===== config.mk =====
export PLATFORM = sky130hd
export DESIGN_NAME = exec_stage_pipe
export DESIGN_NICKNAME = d
export VERILOG_FILES = /design/src/rtl/exec_pkg.sv /design/src/rtl/regfile_bp.sv /design/src/rtl/exec_stage_pipe.sv
export SDC_FILE = /design/constraint.sdc
export NUM_CORES = 2
export LEC_CHECK = 0
export ABC_AREA = 0
export BUFFER_PORTS_ARGS = -buffer_cell sky130_fd_sc_hd__buf_4
export CAP_MARGIN = 30
export CELL_PAD_IN_SITES_DETAIL_PLACEMENT = 0
export CELL_PAD_IN_SITES_GLOBAL_PLACEMENT = 1
export CORE_ASPECT_RATIO = 1.2
export CORE_UTILIZATION = 50
export DETAILED_ROUTE_END_ITERATION = 10
export GPL_TIMING_DRIVEN = 0
export PLACE_DENSITY = 0.9
export SYNTH_ARGS = -nofsm -noshare
export SYNTH_HDL_FRONTEND = slang
export SYNTH_HIERARCHICAL = 1
export SYNTH_SLANG_ARGS = --single-unit

===== constraint.sdc =====
create_clock -name clk -period 6.95 [get_ports clk]
set_clock_uncertainty 0.1 [all_clocks]
set_input_delay 0.695 -clock clk [delete_from_list [all_inputs] [get_ports clk]]
set_output_delay 0.695 -clock clk [all_outputs]
set_load 0.03 [all_outputs]

===== src/rtl/exec_pkg.sv =====
// Shared opcode constants, funct3 encodings and the registered result record
// for the execute stage.
package exec_pkg;

    // The result record is sized for the widest supported configuration.
    localparam int XLEN_MAX = 64;
    localparam int RA_MAX   = 16;

    localparam logic [6:0] OPC_LOAD   = 7'b0000011;
    localparam logic [6:0] OPC_OPIMM  = 7'b0010011;
    localparam logic [6:0] OPC_STORE  = 7'b0100011;
    localparam logic [6:0] OPC_OP     = 7'b0110011;
    localparam logic [6:0] OPC_LUI    = 7'b0110111;
    localparam logic [6:0] OPC_BRANCH = 7'b1100011;
    localparam logic [6:0] OPC_JALR   = 7'b1100111;
    localparam logic [6:0] OPC_JAL    = 7'b1101111;

    typedef enum logic [2:0] {
        ALU_ADD  = 3'b000,
        ALU_SLL  = 3'b001,
        ALU_SLT  = 3'b010,
        ALU_SLTU = 3'b011,
        ALU_XOR  = 3'b100,
        ALU_SR   = 3'b101,
        ALU_OR   = 3'b110,
        ALU_AND  = 3'b111
    } alu_op_e;

    typedef enum logic [2:0] {
        BR_EQ  = 3'b000,
        BR_NE  = 3'b001,
        BR_LT  = 3'b100,
        BR_GE  = 3'b101,
        BR_LTU = 3'b110,
        BR_GEU = 3'b111
    } br_op_e;

    typedef struct packed {
        logic [XLEN_MAX-1:0] result;
        logic [XLEN_MAX-1:0] mem_addr;
        logic [XLEN_MAX-1:0] store_data;
        logic                branch_taken;
        logic [XLEN_MAX-1:0] branch_target;
        logic [RA_MAX-1:0]   rd;
        logic                reg_write;
        logic                illegal;
    } exec_out_t;

endpackage


===== src/rtl/regfile_bp.sv =====
// Two-read, one-write register file; a same-cycle write is bypassed to the
// read ports, and x0 is hardwired to zero.
module regfile_bp #(
    parameter int XLEN  = 32,
    parameter int NREGS = 32,
    localparam int RAW  = $clog2(NREGS)
) (
    input  logic            clk,
    input  logic            rst,
    input  logic            wen,
    input  logic [RAW-1:0]  waddr,
    input  logic [XLEN-1:0] wdata,
    input  logic [RAW-1:0]  raddr1,
    input  logic [RAW-1:0]  raddr2,
    output logic [XLEN-1:0] rdata1,
    output logic [XLEN-1:0] rdata2
);

    logic [XLEN-1:0] mem [NREGS];

    always_ff @(posedge clk) begin
        if (rst) begin
            for (int i = 0; i < NREGS; i++) mem[i] <= '0;
        end else if (wen && waddr != '0) begin
            mem[waddr] <= wdata;
        end
    end

    always_comb begin
        rdata1 = '0;
        rdata2 = '0;
        if (raddr1 != '0) rdata1 = (wen && waddr == raddr1) ? wdata : mem[raddr1];
        if (raddr2 != '0) rdata2 = (wen && waddr == raddr2) ? wdata : mem[raddr2];
    end

endmodule


===== src/rtl/exec_stage_pipe.sv =====
// Execute stage: operand fetch with forwarding, integer ALU / branch unit, and
// a single registered output slot with valid/ready back-pressure.
module exec_stage_pipe
    import exec_pkg::*;
#(
    parameter int XLEN  = 32,
    parameter int NREGS = 32,
    localparam int RAW  = $clog2(NREGS),
    localparam int SHW  = $clog2(XLEN)
) (
    input  logic            clk,
    input  logic            rst,
    input  logic            in_valid,
    output logic            in_ready,
    input  logic [6:0]      opcode,
    input  logic [2:0]      funct3,
    input  logic [6:0]      funct7,
    input  logic [RAW-1:0]  rs1,
    input  logic [RAW-1:0]  rs2,
    input  logic [RAW-1:0]  rd,
    input  logic [XLEN-1:0] immediate,
    input  logic            alu_src,
    input  logic [XLEN-1:0] pc,
    input  logic            wb_en,
    input  logic [RAW-1:0]  wb_rd,
    input  logic [XLEN-1:0] wb_data,
    output logic            out_valid,
    input  logic            out_ready,
    output logic [XLEN-1:0] result,
    output logic [XLEN-1:0] mem_addr,
    output logic [XLEN-1:0] store_data,
    output logic            branch_taken,
    output logic [XLEN-1:0] branch_target,
    output logic [RAW-1:0]  out_rd,
    output logic            out_reg_write,
    output logic            illegal
);

    exec_out_t       out_q, nxt;
    logic            accept;
    logic [XLEN-1:0] rf1, rf2, a, b, opb, alu_r;
    logic [SHW-1:0]  shamt;
    logic            fwd_ok, br_cond, br_ill;

    assign in_ready = !out_valid || out_ready;
    assign accept   = in_valid && in_ready;

    regfile_bp #(.XLEN(XLEN), .NREGS(NREGS)) u_rf (
        .clk    (clk),
        .rst    (rst),
        .wen    (wb_en),
        .waddr  (wb_rd),
        .wdata  (wb_data),
        .raddr1 (rs1),
        .raddr2 (rs2),
        .rdata1 (rf1),
        .rdata2 (rf2)
    );

    // The held result is younger than anything on the write-back port, so it wins.
    assign fwd_ok = out_valid && out_q.reg_write;
    assign a      = (fwd_ok && rs1 != '0 && out_rd == rs1) ? result : rf1;
    assign b      = (fwd_ok && rs2 != '0 && out_rd == rs2) ? result : rf2;
    assign opb    = alu_src ? immediate : b;
    assign shamt  = opb[SHW-1:0];

    always_comb begin
        alu_r = '0;
        case (alu_op_e'(funct3))
            ALU_ADD:  alu_r = (opcode == OPC_OP && funct7[5]) ? a - opb : a + opb;
            ALU_SLL:  alu_r = a << shamt;
            ALU_SLT:  alu_r = {{(XLEN-1){1'b0}}, $signed(a) < $signed(opb)};
            ALU_SLTU: alu_r = {{(XLEN-1){1'b0}}, a < opb};
            ALU_XOR:  alu_r = a ^ opb;
            ALU_SR:   alu_r = funct7[5] ? XLEN'($signed(a) >>> shamt) : a >> shamt;
            ALU_OR:   alu_r = a | opb;
            ALU_AND:  alu_r = a & opb;
            default:  alu_r = '0;
        endcase
    end

    // Branches always compare register values, regardless of alu_src.
    always_comb begin
        br_cond = 1'b0;
        br_ill  = 1'b0;
        case (br_op_e'(funct3))
            BR_EQ:   br_cond = (a == b);
            BR_NE:   br_cond = (a != b);
            BR_LT:   br_cond = ($signed(a) < $signed(b));
            BR_GE:   br_cond = ($signed(a) >= $signed(b));
            BR_LTU:  br_cond = (a < b);
            BR_GEU:  br_cond = (a >= b);
            default: br_ill  = 1'b1;
        endcase
    end

    always_comb begin
        nxt    = '0;
        nxt.rd = RA_MAX'(rd);
        case (opcode)
            OPC_OP, OPC_OPIMM: begin
                nxt.result    = XLEN_MAX'(alu_r);
                nxt.reg_write = 1'b1;
            end
            OPC_LOAD: begin
                nxt.mem_addr  = XLEN_MAX'(a + immediate);
                nxt.reg_write = 1'b1;
            end
            OPC_STORE: begin
                nxt.mem_addr   = XLEN_MAX'(a + immediate);
                nxt.store_data = XLEN_MAX'(b);
            end
            OPC_BRANCH: begin
                nxt.illegal       = br_ill;
                nxt.branch_taken  = br_cond && !br_ill;
                nxt.branch_target = XLEN_MAX'(pc + immediate);
            end
            OPC_JAL: begin
                nxt.branch_taken  = 1'b1;
                nxt.branch_target = XLEN_MAX'(pc + immediate);
                nxt.result        = XLEN_MAX'(pc + XLEN'(4));
                nxt.reg_write     = 1'b1;
            end
            OPC_JALR: begin
                nxt.branch_taken  = 1'b1;
                nxt.branch_target = XLEN_MAX'((a + immediate) & ~XLEN'(1));
                nxt.result        = XLEN_MAX'(pc + XLEN'(4));
                nxt.reg_write     = 1'b1;
            end
            OPC_LUI: begin
                nxt.result    = XLEN_MAX'(immediate << 12);
                nxt.reg_write = 1'b1;
            end
            default: nxt.illegal = 1'b1;
        endcase
        if (nxt.illegal) begin
            nxt         = '0;
            nxt.illegal = 1'b1;
        end
        if (rd == '0) nxt.reg_write = 1'b0;
    end

    always_ff @(posedge clk) begin
        if (rst) begin
            out_valid <= 1'b0;
            out_q     <= '0;
        end else if (accept) begin
            out_valid <= 1'b1;
            out_q     <= nxt;
        end else if (out_ready) begin
            out_valid <= 1'b0;
        end
    end

    assign result        = out_q.result[XLEN-1:0];
    assign mem_addr      = out_q.mem_addr[XLEN-1:0];
    assign store_data    = out_q.store_data[XLEN-1:0];
    assign branch_taken  = out_q.branch_taken;
    assign branch_target = out_q.branch_target[XLEN-1:0];
    assign out_rd        = out_q.rd[RAW-1:0];
    assign out_reg_write = out_q.reg_write;
    assign illegal       = out_q.illegal;

    // Upper record bits stay zero below the maximum width; funct7 only needs bit 5.
    logic unused_bits;
    assign unused_bits = ^{out_q, funct7[6], funct7[4:0]};

endmodule

; ---- After elaboration in Yosys (flattened, before gate mapping)
; Memories as Yosys holds them, arrays and structs flattened.
; Cells that the tools add are included.
[word_totals]
ff_bits = 137
ram_bits = 1024
in_bits = 139
output_inout_bits = 138
elab_cells = 104
mem_count = 1
[memory_table]
columns = memory, depth, word_bits, rd, rd_ports_with_merged_regs, wr, line
row1 = u_rf.mem, 32, 32, 2, 0, 32, regfile_bp.sv:19  ; logic [XLEN-1:0] mem [NREGS];
[classes]
add_sub_neg = 5
n_lt_le_gt_ge = 6
n_eq_ne = 21
n_shift = 3
mux = 30
bitwise_logic = 3
reduce_logical = 26
[ops]
columns = op, n
row1 = 2-to-1 mux 32 bit, 11
row2 = case mux 32 bit (8 select lines), 1
row3 = 2-to-1 mux 243 bit, 1
row4 = case mux 65 bit (3 select lines), 1
row5 = < comparator 32 bit, 4
row6 = case mux 32 bit (3 select lines), 1
row7 = adder 32 x 32 -> 33 bit, 2
row8 = greater-or-equal comparator 32 bit, 2
row9 = 2-to-1 mux 33 bit, 1
row10 = "adder 32 x 3 -> 32 bit, second input constant", 1
row11 = adder 32 bit, 1
row12 = bitwise AND 32 bit, 1
row13 = == test 32 bit, 1
row14 = inequality test 32 bit, 1
row15 = bitwise OR 32 bit, 1
row16 = OR reduction 32 bit, 1
row17 = << shifter 32 x 5 -> 32 bit, 1
row18 = right shift 32 x 5 -> 32 bit, 1
row19 = >>> shifter 32 x 5 -> 32 bit, 1
row20 = subtractor 32 bit, 1
row21 = bitwise XOR 32 bit, 1
row22 = "== test 7 x 6 -> 1 bit, second input constant", 3
row23 = "== test 7 bit, second input constant", 3
row24 = == test 5 bit, 4
row25 = 19 further kinds, 48

; ---- Logic depth before layout (Yosys ltp)
[logic_depth]
ltp_word = 12
depth_mapped = 29
ltp_nobuf = 21

; ---- By module
; The synthesis kept the hierarchy.
[modules_own_cells]
columns = mod, n_inst, cells_per_inst, area_each_um2, seq_area_each_um2
row1 = regfile_bp, 1, 3830, 55185.4, 30749.5
row2 = exec_stage_pipe, 1, 2708, 19553.8, 2742.6

; ---- Least setup slack after synthesis
; Ideal clock, no wire load.
[synth_path]
path_kind = input -> register
start = input rs2[0]
end = register out_q, in the netlist result[28]
setup_ps = 120
arrival_time_ps = 6055
required_time_ps = 6730
slack_ps = 675
path_stages = 27
n_path_buf = 8
cell_sequence = buf_6 > buf_8 > buf_2 > mux4_2 > mux2i_1 > nor2_1 > a311oi_1 > a21oi_1 > o31a_1 > o31ai_1 > buf_2 > buf_2 > buf_2 > buf_2 > ha_1 > clkbuf_1 > or2_2 > a221oi_1 > o21ai_0 > o211ai_1 > a31oi_1 > a21o_1 > nand2b_1 > a21o_1 > a22oi_1 > xnor2_1 > o31a_1
[synth_via]
elab_chain_len = 11
word_cells_on_any_way = 24
cone_classes = 2 x add/sub / 2 x eq/ne / 3 x shift / 9 x mux / 3 x bitwise / 4 x reduce/logical / 1 x memory
[synth_lines]
columns = element, line
row1 = from (decl), exec_stage_pipe.sv:19  ; input logic [RAW-1:0] rs2,
row2 = "parallel branches: the longest is 3 deep, another holds memory (32 x 32 bit)", -
row3 = 2-to-1 mux 32 bit *, regfile_bp.sv:33  ; if (raddr2 != '0) rdata2 = (wen && waddr == raddr2) ? wdata : mem[raddr2];
row4 = via rf2[2], exec_stage_pipe.sv:41  ; logic [XLEN-1:0] rf1, rf2, a, b, opb, alu_r;
row5 = 2-to-1 mux 32 bit *, exec_stage_pipe.sv:63  ; assign b = (fwd_ok && rs2 != '0 && out_rd == rs2) ? result : rf2;
row6 = 2-to-1 mux 32 bit *, exec_stage_pipe.sv:64  ; assign opb = alu_src ? immediate : b;
row7 = adder 32 bit (tied with other cells), exec_stage_pipe.sv:70  ; ALU_ADD: alu_r = (opcode == OPC_OP && funct7[5]) ? a - opb : a + opb;
row8 = 2-to-1 mux 32 bit (on tied branches), "exec_stage_pipe.sv:70, exec_stage_pipe.sv:75"
row9 = case mux 32 bit (8 select lines) *, exec_stage_pipe.sv:69  ; case (alu_op_e'(funct3))
row10 = case mux 32 bit (3 select lines) *, exec_stage_pipe.sv:100  ; case (opcode)
row11 = 2-to-1 mux 243 bit *, exec_stage_pipe.sv:136  ; if (nxt.illegal) begin
row12 = to (signal assigned), exec_stage_pipe.sv:149  ; out_q <= nxt;
row13 = to (decl), exec_stage_pipe.sv:39  ; exec_out_t out_q, nxt;
; Mark *: on every way through the listed nets, which the timed path passes.
; A chain may end at the register's enable or synchronous reset.

; ---- Worst setup path after layout
[layout_path]
start = input rs2[1]
end = register out_q, in the netlist result[26]
[layout_via]
elab_chain_len = 11
word_cells_on_any_way = 24
cone_classes = 2 x add/sub / 2 x eq/ne / 3 x shift / 9 x mux / 3 x bitwise / 4 x reduce/logical / 1 x memory
[layout_lines]
columns = element, line
row1 = "parallel branches: the longest is 3 deep, another holds memory (32 x 32 bit)", -
row2 = 2-to-1 mux 32 bit *, regfile_bp.sv:33
row3 = via rf2[11], exec_stage_pipe.sv:41
row4 = 2-to-1 mux 32 bit *, exec_stage_pipe.sv:63
row5 = 2-to-1 mux 32 bit *, exec_stage_pipe.sv:64
row6 = adder 32 bit or subtractor 32 bit (tied branches), exec_stage_pipe.sv:70
row7 = 2-to-1 mux 32 bit *, exec_stage_pipe.sv:70
row8 = case mux 32 bit (8 select lines) *, exec_stage_pipe.sv:69
row9 = case mux 32 bit (3 select lines) *, exec_stage_pipe.sv:100
row10 = 2-to-1 mux 243 bit *, exec_stage_pipe.sv:136
; Marks and branches as above.

==> summary.md <==
| Metric | Value |
|---|---|
| Peak VDD IR | 230 uV |
| Max H-tree Level | 3 |
| Slew at the pin with the worst max-slew slack | 1.64 ns |
| Total grt overflow | 0 |
| Seq. cell area | roughly 0.033 mm^2 |
| Antenna violations before repair | 47 |
| Ports | 277 |
| Failing checks | DRC, capacitance limit, slew limit, setup timing |
| Dpl hpwl | 322000 um |
| Pleak | 31.9 nW |
| Initial DRC Count | 12815 |
| Slew Limit Headroom | -9.63% |
| CTS clk-pin slew, worst paths | 0.06 ns |
| Fmax | around 0.14 GHz |
| Total of warnings raised by yosys | 6 |
| Final min period | roughly 7.3 ns |
| Pin count of the biggest net entering global routing | 33 |
| CTS tree | done |
| Yosys reg bits | 1161 |
| CTS Hold Bufs | 0 |
| First-pass GRT wire length | 566000 um |
| WL/cell | 46.9 um |
| Ratio of cells with drive above 1 in the final layout | 20.3% |
| Drt total wl | 429000 um |
| Antenna-violating nets left | 0 |
| Synthesized instance count | between 6000 and 7000 |
| Initial Util | 50.3% |
| Crit path max fanout | 10 |
| Critical Path Source Type | input port |
| Final Hold Viols | 0 |
| I/O Buffers | between 200 and 300 |
| Vias | 68602 |
| Count leader, synth | edfxtp_1 |
| Worst-skew pair later-pin latency | 0.83 ns |
| Post-synthesis sequential area ratio | 44.8% |
| Avg Inst Size Synth | between 10 and 15 um^2 |
| Nets@finish | 7393 |
| Worst setup EP type | register |
| Endpoints failing setup | 26 |
| Synth top cells by count | edfxtp_1, and2_1, clkbuf_1 |
| Pins Over Slew Limit | 11 |
| Synthesis-to-finish area growth | 15.3% |
| Final WS setup | -0.348 ns |
| Dpl cell area | 0.0806 mm^2 |
| Synth cell types | 100 |
| Required time of the critical path | 7.50 ns |
| Post-route DRC | 2 |
| Die width | 355 um |
| GPL Wtd Cong | 1.15 |
| Ys async rst share | 0% |
| Total power | 0.0210 W |
| Layout filler cell count | 12316 |
| First drt pass iteration count | 11 |
| Design area | approximately 0.086 mm^2 |
| Post-synth top flop | edfxtp_1 |
| Final Cycle Share | 105% |
| Num CTS Buffers | 116 |
| Vias in the first global route | 64599 |
| Root Buffer | clkbuf_16 |
| Core Region | 0.149 mm^2 |
| Total track usage | 56.1% |
| Critical path data arrival time | 7.85 ns |
| Syn Std Cell Area | 0.0747 mm^2 |
| EDFF count, synth | 1024 |
| Yosys top cell area share | approximately two fifths |
| Tightest Hold Check Type | in2reg |
| RSZ-0062 raised after global routing | true |
| Die height | 426 um |
| Vias/cell | 7.49 |
| Area leader, netlist | edfxtp_1 |
| Clock sink count | 1161 |
| Multi-input gate area | 0.0391 mm^2 |
| Max Cap Viol | 1 |
| Crit Path Category | in2reg |
| Rows | between 150 and 200 |
| Status | complete, but fails checks |
| Die Area | 0.151 mm^2 |
| CTS Buffer Depth | 3 |
| Area contributors post-synth | edfxtp_1, mux4_2, and2_1, mux2i_1, dfxtp_1 |
| Power density cells | 243 mW/mm^2 |
[stage by stage]
stage | setup slack [ns] | hold slack (ns) | util, % | std cells | TNS (ns)
final | -0.348 | 0.0538 | 58.0 | 9160 | -4.02
after floorplan | 0.675 | 0.484 | - | 6569 | 0
after CTS | 0.00524 | 0.0485 | 57.5 | 9096 | 0
after global placement | -4.61 | 0.350 | 53.4 | 8793 | -231.25
after global routing | -0.327 | 0.0638 | 58.0 | 9130 | -1.68
after detailed placement | -4.01 | 0.352 | 54.3 | 8884 | -169.47
[logic make-up (layout without fill, tap and decap cells)]
family,after synthesis,count (layout),share of synthesized area [%]
other cells,1,75,0.00502
fa+ha+maj,196,196,3.32
simple gates,2074,2074,15.0
xor+xnor,131,131,1.54
buf+inv,725,1311,4.21
flops,1161,1161,44.8
mux,941,941,19.2
compound gates,1309,1309,11.9
[per-layer routing]
layer	track usage [%]	wire length [um]	vias to the layer above
li1	-	-	25784
met5	3.87	671	-
met4	63.3	63300	20
met1	55.9	123000	33003
met3	23.5	59500	2673
met2	83.2	183000	7122
[final timing paths]
path / cells past startpoint / slack, ns / from / endpoint
max: 23 / -0.35 / rs2[1] / result[26]
min: 3 / 0.05 / rd[0] / out_rd[0]
min reg2reg: 2 / 0.37 / mem_addr[15] / mem_addr[15]
max reg2reg: 24 / -0.08 / u_rf/mem[23][2] / result[26]
[where the power goes]
part	switching, W	internal (W)	total, W	leakage (nW)
clock	0.00299	0.00357	0.00656	1.87
combinational	0.00433	0.00192	0.00625	19.2
sequential	0.000217	0.00793	0.00815	10.9
total	0.00754	0.0134	0.0210	31.9
[timing repair]
item / in CTS / in global routing
pin swaps: 13 / 9
gates resized for setup: 215 / 124
buffers inserted: 19 / 8
endpoints found under the setup margin: 79 / 45
[layout by cell type (no fill, tap or decap), drive strengths merged, types with 25 or more instances in the layout]
master | Yosys | layout
edfxtp | 1024 | 1024
and2 | 1011 | 1011
buf | 168 | 547
clkbuf | 413 | 545
mux2i | 404 | 404
nor2 | 390 | 390
mux4 | 380 | 380
a21oi | 291 | 291
nand2 | 270 | 270
o21ai | 212 | 212
ha | 192 | 192
mux2 | 157 | 157
a22oi | 153 | 153
inv | 142 | 138
dfxtp | 137 | 137
o22ai | 99 | 99
xnor2 | 90 | 90
nor3 | 86 | 86
nand3 | 69 | 69
a211oi | 69 | 69
a21o | 59 | 59
clkinv | 2 | 58
o221ai | 55 | 55
a31oi | 53 | 53
diode | 0 | 43
xor2 | 41 | 41
nand2b | 38 | 38
or2 | 38 | 38
and3 | 34 | 34
a32o | 34 | 34
conb | 1 | 32
nand4 | 31 | 31
o211ai | 31 | 31
a211o | 27 | 27
nor2b | 25 | 25
[worst max-delay path, cell delays in order]
cell	delay, ns
buf_4	0.26
buf_4	0.28
clkbuf_4	0.36
clkbuf_2	0.40
buf_8	0.25
mux4_2	0.33
mux2i_2	0.46
o22ai_1	0.17
nor3_2	0.58
nor2_1	0.17
mux2_2	0.35
mux2_2	0.37
ha_1	0.40
clkbuf_1	0.40
nor2_1	0.16
a221oi_4	0.43
o221ai_2	0.26
nor2_1	0.14
o21bai_1	0.13
a2111oi_0	0.50
o21ai_1	0.26
a211oi_2	0.35
nor4_1	0.08
[flip-flops by register name, summed over array words and instances (netlist names)]
register,count
result,32
out_valid,1
illegal,1
store_data,32
u_rf/mem,1024
branch_taken,1
branch_target,32
mem_addr,32
out_reg_write,1
out_rd,5
[cell type report]
cell class              instances  share of cell area (%)
repair buffers                397                    4.33
flip-flops and latches       1161                    38.9
clock inverters                72                   0.976
inverters                     144                   0.661
well taps                    1962                    2.85
multi-input cells            4683                    45.3
diodes                         43                   0.125
plain buffers                 555                    3.37
clock buffers                 143                    3.49
Note: power is estimated with default switching activity, not from simulation.
